## src/rtl/twi_slave_pkg.sv

```systemverilog
// Shared types and constants for the twi_slave I2C target.
// TWI_SLAVE_GCALL_EN: when defined, the general-call write address is also accepted.
package twi_slave_pkg;

  localparam int unsigned BYTE_W = 8;
  localparam int unsigned CNT_W  = 3;

  typedef enum logic [2:0] {
    IDLE,
    ADDR,
    ADDR_ACK,
    WR_BYTE,
    WR_ACK,
    RD_BYTE,
    RD_ACK,
    IGNORE
  } state_e;

  localparam logic [6:0] GCALL_ADDR  = 7'h00;
  localparam logic       SDA_DRIVE   = 1'b0;
  localparam logic       SDA_RELEASE = 1'b1;

  // Address byte decode: device address with either R/W, optionally general-call write
  function automatic logic addr_hit(input logic [BYTE_W-1:0] b, input logic [6:0] slv);
`ifdef TWI_SLAVE_GCALL_EN
    return (b[7:1] == slv) || (b == {GCALL_ADDR, 1'b0});
`else
    return (b[7:1] == slv);
`endif
  endfunction

endpackage

```

## src/rtl/twi_slave_sync.sv

```systemverilog
// Bus pin synchronizer with registered SCL edge and START/STOP detection.
module twi_slave_sync (
  input  logic CLK_I,
  input  logic RST_I,
  input  logic scl_i,
  input  logic sda_i,
  output logic scl_rise,
  output logic scl_fall,
  output logic sda_sync,
  output logic start,
  output logic stop
);

  logic scl_meta_q, scl_meta_d, scl_sync_q, scl_sync_d, scl_hist_q, scl_hist_d;
  logic sda_meta_q, sda_meta_d, sda_sync_q, sda_sync_d, sda_hist_q, sda_hist_d;
  logic scl_rise_q, scl_rise_d, scl_fall_q, scl_fall_d;
  logic start_q, start_d, stop_q, stop_d, sda_out_q, sda_out_d;

  always_comb begin
    scl_meta_d = scl_i;
    scl_sync_d = scl_meta_q;
    scl_hist_d = scl_sync_q;
    sda_meta_d = sda_i;
    sda_sync_d = sda_meta_q;
    sda_hist_d = sda_sync_q;
    scl_rise_d = scl_sync_q & ~scl_hist_q;
    scl_fall_d = ~scl_sync_q & scl_hist_q;
    start_d    = scl_sync_q & scl_hist_q & sda_hist_q & ~sda_sync_q;
    stop_d     = scl_sync_q & scl_hist_q & ~sda_hist_q & sda_sync_q;
    sda_out_d  = sda_sync_q;
  end

  // Reset to the idle-bus level so no edge is seen on reset release
  always_ff @(posedge CLK_I or posedge RST_I) begin
    if (RST_I) begin
      scl_meta_q <= 1'b1;
      scl_sync_q <= 1'b1;
      scl_hist_q <= 1'b1;
      sda_meta_q <= 1'b1;
      sda_sync_q <= 1'b1;
      sda_hist_q <= 1'b1;
      scl_rise_q <= 1'b0;
      scl_fall_q <= 1'b0;
      start_q    <= 1'b0;
      stop_q     <= 1'b0;
      sda_out_q  <= 1'b1;
    end else begin
      scl_meta_q <= scl_meta_d;
      scl_sync_q <= scl_sync_d;
      scl_hist_q <= scl_hist_d;
      sda_meta_q <= sda_meta_d;
      sda_sync_q <= sda_sync_d;
      sda_hist_q <= sda_hist_d;
      scl_rise_q <= scl_rise_d;
      scl_fall_q <= scl_fall_d;
      start_q    <= start_d;
      stop_q     <= stop_d;
      sda_out_q  <= sda_out_d;
    end
  end

  assign scl_rise = scl_rise_q;
  assign scl_fall = scl_fall_q;
  assign sda_sync = sda_out_q;
  assign start    = start_q;
  assign stop     = stop_q;

endmodule

```

## src/rtl/twi_slave.sv

```systemverilog
// I2C target: address match, register pointer, auto-incrementing byte register port.
// TWI_SLAVE_GCALL_EN (see twi_slave_pkg) additionally accepts general-call writes.
module twi_slave
  import twi_slave_pkg::*;
#(
  parameter logic [6:0]  SLV_ADDR = 7'h3A,
  parameter int unsigned ADR_W    = 4
) (
  input  logic             CLK_I,
  input  logic             RST_I,
  input  logic             TWI_SCL_I,
  input  logic             TWI_SDA_I,
  output logic             TWI_SDA_OEN,
  output logic             REG_WE,
  output logic             REG_RE,
  output logic [ADR_W-1:0] REG_ADR,
  output logic [7:0]       REG_WDAT,
  input  logic [7:0]       REG_RDAT,
  output logic             BUSY
);

  logic scl_rise, scl_fall, sda_sync, start, stop;

  twi_slave_sync u_sync (
    .CLK_I    (CLK_I),
    .RST_I    (RST_I),
    .scl_i    (TWI_SCL_I),
    .sda_i    (TWI_SDA_I),
    .scl_rise (scl_rise),
    .scl_fall (scl_fall),
    .sda_sync (sda_sync),
    .start    (start),
    .stop     (stop)
  );

  state_e             state_q, state_d;
  logic [BYTE_W-1:0]  shift_q, shift_d, reg_wdat_q, reg_wdat_d;
  logic [CNT_W-1:0]   bit_cnt_q, bit_cnt_d;
  logic [ADR_W-1:0]   reg_adr_q, reg_adr_d;
  logic               rw_q, rw_d, first_q, first_d, phase_q, phase_d;
  logic               sda_oen_q, sda_oen_d, busy_q, busy_d;
  logic               reg_we_q, reg_we_d, reg_re_q, reg_re_d;
  logic [BYTE_W-1:0]  shift_in_c;
  logic               byte_done_c;

  assign shift_in_c  = {shift_q[BYTE_W-2:0], sda_sync};
  assign byte_done_c = scl_rise && (bit_cnt_q == CNT_W'(7));

  always_ff @(posedge CLK_I or posedge RST_I) begin
    if (RST_I) state_q <= IDLE;
    else       state_q <= state_d;
  end

  // phase_q marks the second half of a two-step slot (ACK drive, last read bit, master ACK)
  always_comb begin
    state_d = state_q;
    if (stop) begin
      state_d = IDLE;
    end else if (start) begin
      state_d = ADDR;
    end else begin
      case (state_q)
        ADDR:     if (byte_done_c) state_d = addr_hit(shift_in_c, SLV_ADDR) ? ADDR_ACK : IGNORE;
        ADDR_ACK: if (scl_fall && phase_q) state_d = rw_q ? RD_BYTE : WR_BYTE;
        WR_BYTE:  if (byte_done_c) state_d = WR_ACK;
        WR_ACK:   if (scl_fall && phase_q) state_d = WR_BYTE;
        RD_BYTE:  if (scl_fall && phase_q) state_d = RD_ACK;
        RD_ACK: begin
          if (scl_rise && sda_sync)      state_d = IGNORE;
          else if (scl_fall && phase_q)  state_d = RD_BYTE;
        end
        IDLE, IGNORE: state_d = state_q;
        default:      state_d = IDLE;
      endcase
    end
  end

  always_comb begin
    shift_d    = shift_q;
    bit_cnt_d  = bit_cnt_q;
    reg_adr_d  = reg_adr_q;
    reg_wdat_d = reg_wdat_q;
    rw_d       = rw_q;
    first_d    = first_q;
    phase_d    = phase_q;
    sda_oen_d  = sda_oen_q;
    busy_d     = busy_q;
    reg_we_d   = 1'b0;
    reg_re_d   = 1'b0;

    if (reg_we_q) reg_adr_d = reg_adr_q + ADR_W'(1);
    // Read data arrives the cycle after the strobe; present its MSB right away
    if (reg_re_q) begin
      shift_d   = {REG_RDAT[BYTE_W-2:0], 1'b0};
      sda_oen_d = REG_RDAT[BYTE_W-1];
    end

    case (state_q)
      ADDR, WR_BYTE: begin
        if (scl_rise) begin
          shift_d   = shift_in_c;
          bit_cnt_d = bit_cnt_q + CNT_W'(1);
          if (byte_done_c && state_q == ADDR) rw_d = sda_sync;
        end
      end
      ADDR_ACK: begin
        if (scl_fall && !phase_q) begin
          sda_oen_d = SDA_DRIVE;
          busy_d    = 1'b1;
          phase_d   = 1'b1;
        end else if (scl_fall) begin
          sda_oen_d = SDA_RELEASE;
          phase_d   = 1'b0;
          bit_cnt_d = '0;
          first_d   = 1'b1;
          reg_re_d  = rw_q;
        end
      end
      WR_ACK: begin
        if (scl_fall && !phase_q) begin
          sda_oen_d = SDA_DRIVE;
          phase_d   = 1'b1;
          if (first_q) begin
            reg_adr_d = ADR_W'(shift_q);
            first_d   = 1'b0;
          end else begin
            reg_wdat_d = shift_q;
            reg_we_d   = 1'b1;
          end
        end else if (scl_fall) begin
          sda_oen_d = SDA_RELEASE;
          phase_d   = 1'b0;
          bit_cnt_d = '0;
        end
      end
      RD_BYTE: begin
        if (scl_rise) begin
          bit_cnt_d = bit_cnt_q + CNT_W'(1);
          if (bit_cnt_q == CNT_W'(7)) phase_d = 1'b1;
        end else if (scl_fall && phase_q) begin
          sda_oen_d = SDA_RELEASE;
          phase_d   = 1'b0;
        end else if (scl_fall) begin
          sda_oen_d = shift_q[BYTE_W-1];
          shift_d   = {shift_q[BYTE_W-2:0], 1'b0};
        end
      end
      RD_ACK: begin
        if (scl_rise) begin
          reg_adr_d = reg_adr_q + ADR_W'(1);
          phase_d   = ~sda_sync;
        end else if (scl_fall && phase_q) begin
          reg_re_d  = 1'b1;
          phase_d   = 1'b0;
          bit_cnt_d = '0;
        end
      end
      default: ;
    endcase

    if (stop || start) begin
      sda_oen_d = SDA_RELEASE;
      busy_d    = 1'b0;
      phase_d   = 1'b0;
      bit_cnt_d = '0;
      reg_we_d  = 1'b0;
      reg_re_d  = 1'b0;
    end
  end

  always_ff @(posedge CLK_I or posedge RST_I) begin
    if (RST_I) begin
      shift_q    <= '0;
      bit_cnt_q  <= '0;
      reg_adr_q  <= '0;
      reg_wdat_q <= '0;
      rw_q       <= 1'b0;
      first_q    <= 1'b0;
      phase_q    <= 1'b0;
      sda_oen_q  <= SDA_RELEASE;
      busy_q     <= 1'b0;
      reg_we_q   <= 1'b0;
      reg_re_q   <= 1'b0;
    end else begin
      shift_q    <= shift_d;
      bit_cnt_q  <= bit_cnt_d;
      reg_adr_q  <= reg_adr_d;
      reg_wdat_q <= reg_wdat_d;
      rw_q       <= rw_d;
      first_q    <= first_d;
      phase_q    <= phase_d;
      sda_oen_q  <= sda_oen_d;
      busy_q     <= busy_d;
      reg_we_q   <= reg_we_d;
      reg_re_q   <= reg_re_d;
    end
  end

  assign TWI_SDA_OEN = sda_oen_q;
  assign REG_WE      = reg_we_q;
  assign REG_RE      = reg_re_q;
  assign REG_ADR     = reg_adr_q;
  assign REG_WDAT    = reg_wdat_q;
  assign BUSY        = busy_q;

endmodule
```

## config.mk

```make
export PLATFORM = sky130hd
export DESIGN_NAME = twi_slave
export DESIGN_NICKNAME = d
export VERILOG_FILES = /design/src/rtl/twi_slave_pkg.sv /design/src/rtl/twi_slave_sync.sv /design/src/rtl/twi_slave.sv
export SDC_FILE = /design/constraint.sdc
export NUM_CORES = 1
export LEC_CHECK = 0
export ABC_CLOCK_PERIOD_IN_PS = 1650
export CORE_AREA = 4 4 80 67
export CTS_CLUSTER_SIZE = 30
export DETAILED_ROUTE_END_ITERATION = 6
export DIE_AREA = 0 0 84 71
export GPL_TIMING_DRIVEN = 0
export HOLD_SLACK_MARGIN = 0.05
export MAX_ROUTING_LAYER = met4
export PLACE_DENSITY = 0.86
export SLEW_MARGIN = 20
export SYNTH_ARGS = -nofsm -noshare
export SYNTH_HDL_FRONTEND = slang
export SYNTH_SLANG_ARGS = --single-unit
```

## constraint.sdc

```tcl
create_clock -name CLK_I -period 1.65 [get_ports CLK_I]
set_input_delay 0.495 -clock CLK_I [delete_from_list [all_inputs] [get_ports CLK_I]]
set_output_delay 0.495 -clock CLK_I [all_outputs]
set_load 0.01 [all_outputs]
```

=== Yosys cells after proc, flatten, opt, wreduce, memory -nomap -nowiden ===
Cells that the tools add are included.

* Logic and storage cells: 149
* Output and inout bits: 16
* Register bits: 43
* Bits of input ports: 12

* Equality and inequality tests: 26
* Add/subtract/negate cells: 2
* Reduce and logical (&&, ||, !) cells: 24
* Bitwise logic cells: 12
* Muxes and demuxes: 63

{| class="wikitable"
|+ Operator list
! kind !! number
|-
| 3-bit 2-to-1 mux || 17
|-
| 8-bit 2-to-1 mux || 5
|-
| 1-bit 2-to-1 mux || 29
|-
| 4-bit by 2-bit != test with 1-bit output (second input constant) || 5
|-
| 3-bit one-hot mux with 6 select lines || 1
|-
| 4-bit 2-to-1 mux || 4
|-
| 8-bit one-hot mux with 2 select lines || 1
|-
| 3-bit equality test (second input constant) || 5
|-
| 3-bit by 1-bit != test with 1-bit output (second input constant) || 3
|-
| 3-bit one-hot mux with 3 select lines || 1
|-
| 3-bit AND reduction || 3
|-
| 4-bit one-hot mux with 2 select lines || 1
|-
| 4-bit nonzero test || 2
|-
| 1-bit bitwise AND || 7
|-
| 7-bit by 6-bit equality test with 1-bit output (second input constant) || 1
|-
| 7-bit AND reduction || 1
|-
| 3-bit by 2-bit equality test with 1-bit output (second input constant) || 2
|-
| 3-bit != test (second input constant) || 2
|-
| 1-bit one-hot mux with 2 select lines || 3
|-
| 6-bit AND reduction || 1
|-
| 2-bit nonzero test || 3
|-
| 2-bit OR reduction || 3
|-
| 1-bit logical AND || 5
|-
| 5-bit by 3-bit != test with 1-bit output (second input constant) || 1
|-
| other kinds (16) || 21
|}

=== Longest topological paths before layout ===
* Depth in word-level cells: 6
* Gate-level depth with buffers: 6
* Mapped depth without buffers: 6

=== Cells and area by module ===
From an unflattened synthesis, not the netlist that was laid out.

* Cells, all modules: 202
* Area total of the unflattened synthesis: 2243.4 µm²

{| class="wikitable"
|+ Modules (own cells, without submodules)
! module !! area each (µm²) !! cells an instance !! instances !! sequential area each (µm²)
|-
| twi_slave || 1949.4 || 187 || 1 || 827.0
|-
| twi_slave_sync || 294.0 || 15 || 1 || 257.7
|}

=== Least setup slack after synthesis ===
No wires, ideal clock.

* Path type: reg2reg
* Start point: register phase_q
* End point: register reg_wdat_q[0] (netlist: REG_WDAT[0])
* Required time: 1.525 ns
* Period minus slack after synthesis: 1.596 ns
* Path buffers: 2
* Cell stages (with the launch flop): 6
* Setup time: 0.125 ns
* Data arrival time: 1.470 ns
* Path slack: 0.054 ns
* Cells stage by stage: dfrtp_1 -> buf_6 -> nand2b_4 -> or4_1 -> buf_6 -> mux2_4

* Cells in the longest elaborated chain, start to end: 3

{| class="wikitable"
|+ Ends and longest elaborated chain
! element !! line !! source
|-
| from (decl) || twi_slave.sv:40 || <nowiki>logic rw_q, rw_d, first_q, first_d, phase_q, phase_d;</nowiki>
|-
| from (signal assigned) || twi_slave.sv:191 || <nowiki>phase_q <= phase_d;</nowiki>
|-
| 1-bit logical NOT || twi_slave.sv:120 || <nowiki>if (scl_fall && !phase_q) begin</nowiki>
|-
| 1-bit logical AND || twi_slave.sv:120 ||
|-
| 3-bit AND reduction (no source line) || n/a ||
|-
| to (signal assigned) || twi_slave.sv:188 || <nowiki>reg_wdat_q <= reg_wdat_d;</nowiki>
|-
| to (decl) || twi_slave.sv:37 || <nowiki>logic [BYTE_W-1:0] shift_q, shift_d, reg_wdat_q, reg_wdat_d;</nowiki>
|}

Every way passes these cells.
A chain may end at the register's enable or synchronous reset.

=== Worst setup path in the final report ===
* Start point: register u_sync.scl_fall_q (netlist: u_sync.scl_fall)
* End point: register reg_wdat_q[5] (netlist: REG_WDAT[5])

* Cells in the longest elaborated chain, start to end: 2

{| class="wikitable"
|+ Ends and longest elaborated chain
! element !! line !! source
|-
| from (decl) || twi_slave_sync.sv:16 || <nowiki>logic scl_rise_q, scl_rise_d, scl_fall_q, scl_fall_d;</nowiki>
|-
| from (signal assigned) || twi_slave_sync.sv:55 || <nowiki>scl_fall_q <= scl_fall_d;</nowiki>
|-
| 1-bit logical AND || twi_slave.sv:120 ||
|-
| 3-bit AND reduction (no source line) || n/a ||
|}

Every way passes these cells.

==> reports/metrics.csv <==
metric;value;unit
outcome;complete, but fails checks;
violations;negative setup slack;
drc;0;
crit_required;1.84;ns
layout_common_cells;34 x dfrtp_1, 20 x buf_4, 16 x nand2_1, 16 x dlygate4sd2_1, 13 x mux2_2;
ioPinCount;28;
peakVddDrop;808;uV
vias;1862;
power.leakage;1.38;nW
grt_pass1_wl;9220;um
die_x;84;um
cts.sinks;43;
final_common_cell;dfrtp_1;
die_y;71;um
synth.avg_cell_area;11.0;um^2
final.setup.worst_slack;-0.0123;ns
final_area;2920;um^2
maxClockFrequency;0.602;GHz
hold_viol;0;
grt_use_total;20.1;%
dpl-instance-area;2620;um^2
drt-initial-drc-count;149;
slew-limit-headroom;64.3;%
syn_nets;219;
antenna_found_initial;0;
worstPathCellList;buf_6, nand2b_4, or4_4, buf_8, mux2_4;
rows;22;
numPortBuffers;27;
power_density;1510;nW/um^2
crit_path_end_kind;flop;
grt_overflow;0;
synth-edff-count;0;
h-tree-depth;2;
crit_type;flop to flop;
setup-violations-final;6;
critPathMaxFanout;6;
synth-seq-cells;43;
synth_top_cell_area_share;40.2;%
synth_top_cell_by_area;dfrtp_1;
skew;0.00590;ns
routed_wl;5820;um
fin_crit;1.66;ns
initial_core_util;49.7;%
synth-main-ff-cell;dfrtp_1;
slowest_delay;0.51;ns
synth_area;2240;um^2
die_area;5960;um^2
grt_pass1_vias;1850;
grt_max_degree;26;
maxCapViolCount;0;
final_nets;271;
core_area;4510;um^2
drive_above_1_share;33.1;%
cp.buffers_inverters;2;
cts-root-buf;clkbuf_8;
globalplace.congestion;0.941;
diodes;0;
clock_latency;0.31;ns
wl_per_cell;18.4;um
crit_slowest_cell;or4_4;
synth-seq-area-share;48.4;%
postSynthCellCount;204;
arrival;1.85;ns
slew_viol_final;0;
fillerInstances;364;
post-route-util;64.7;%
dp_slack;-0.0718;ns
synth_cell_types;49;
area_growth;30.3;%
clk_pin_slew;0.09;ns
fin_crit_sh;101;%
synth-async-reset-ratio;100;%
cts_tree;built;
worstMarginPinSlew;0.535;ns
cts_buffers;5;
dr.pass1.iters;4;
ys_warn_count;0;
hpwl;3810;um
hp-class;flop to flop;
rsz0062_at_grt;true;
synth_area_leaders;dfrtp_1 40%, dfstp_2 8.2%, mux2_2 8.0%;
startpoint_type;flop;
cts_buffer_depth;2;
crit_family;simple AND/OR/NAND/NOR gates;
vias_per_cell;5.87;
route.antenna.remaining_nets;0;
[layout make-up]
cell class / count / area, um^2 / share of cell area (%)
repair buffers: 47 / 424 / 14.5
clock buffers: 6 / 82.6 / 2.83
multi-input cells: 141 / 1140 / 38.9
plain buffers: 11 / 73.8 / 2.53
clock inverters: 2 / 16.3 / 0.557
well taps: 60 / 75.1 / 2.57
inverters: 7 / 26.3 / 0.899
flip-flops and latches: 43 / 1090 / 37.2
[registers in the layout, summed over array words and instances, names as in the netlist]
| register | count |
|---|---|
| u_sync.scl_hist_q | 1 |
| u_sync.stop | 1 |
| BUSY | 1 |
| REG_WE | 1 |
| u_sync.scl_fall | 1 |
| first_q | 1 |
| REG_WDAT | 8 |
| u_sync.scl_hist_d | 1 |
| u_sync.start | 1 |
| REG_RE | 1 |
| bit_cnt_q | 3 |
| rw_q | 1 |
| u_sync.scl_rise | 1 |
| REG_ADR | 4 |
| TWI_SDA_OEN | 1 |
| phase_q | 1 |
| u_sync.sda_hist_d | 1 |
| u_sync.scl_meta_q | 1 |
| shift_q | 8 |
| state_q | 3 |
| u_sync.sda_meta_q | 1 |
| u_sync.sda_sync | 1 |
[path summary, 6_finish.rpt]
kind	endpoint	cells after the start	from	slack, ns
min reg2reg	u_sync.sda_hist_d$_DFF_PP1_	0	u_sync.sda_meta_q$_DFF_PP1_	0.35
max	REG_WDAT[5]$_DFFE_PP0P_	5	u_sync.scl_fall$_DFF_PP0_	-0.01
min	u_sync.sda_hist_d$_DFF_PP1_	0	u_sync.sda_meta_q$_DFF_PP1_	0.35
min in group asynchronous	rw_q$_DFFE_PP0P_	2	RST_I	0.50
max reg2reg	REG_WDAT[5]$_DFFE_PP0P_	5	u_sync.scl_fall$_DFF_PP0_	-0.01
max in group asynchronous	TWI_SDA_OEN$_DFF_PP1_	3	RST_I	0.60
[Yosys cell counts (3+ instances only)]
cell type	instances
o21ai_0	10
nand2_1	16
dfrtp_1	36
nor2b_1	10
a211oi_1	3
nor2_1	9
nand3_1	9
mux2_4	8
nand2b_1	3
xor2_1	3
mux2i_1	3
inv_1	7
mux2_2	16
clkbuf_1	4
buf_2	6
a21oi_1	8
o221ai_1	3
dfstp_2	7
ha_1	3
[power breakdown]
| part | switching, W | internal, W |
|---|---|---|
| clock | 0.000399 | 0.000342 |
| sequential | 0.000275 | 0.00136 |
| combinational | 0.00104 | 0.00100 |
[metal layers]
metal	part of all wire, %	GRT usage, %
met5	0	-
met4	2.0	6.43
met3	6.0	4.54
met2	49	32.2
met1	43	25.4
[logic make-up after synthesis]
logic type	count (synthesis)	synth area share (%)
multiplexers	27	14.7
AND/OR/NAND/NOR	62	15.1
flip-flops	43	48.4
XOR/XNOR	4	1.56
AO/OA/AOI/OAI	44	13.6
buffers and inverters	20	4.52
adder cells (fa/ha/maj)	4	2.12
[what timing repair did]
| action | in CTS | in global routing |
|---|---|---|
| setup buffers | 7 | 11 |
| pin swaps | 3 | 5 |
| gates cloned | 1 | 0 |
| resized for setup | 26 | 18 |
| hold buffers | 0 | 0 |
| endpoints found under the setup margin | 31 | 25 |
[stage by stage]
stage                     power, W  instances  hold slack [ns]  setup TNS, ns
after floorplan            0.00281        204            0.345              0
after global placement     0.00334        291            0.349         -26.21
after detailed placement   0.00342        292            0.351         -0.284
after CTS                  0.00421        308            0.357        -0.0237
after global routing       0.00468        317            0.358         -0.371
final                      0.00442        317            0.355        -0.0387
(Power assumes the default switching activity.)
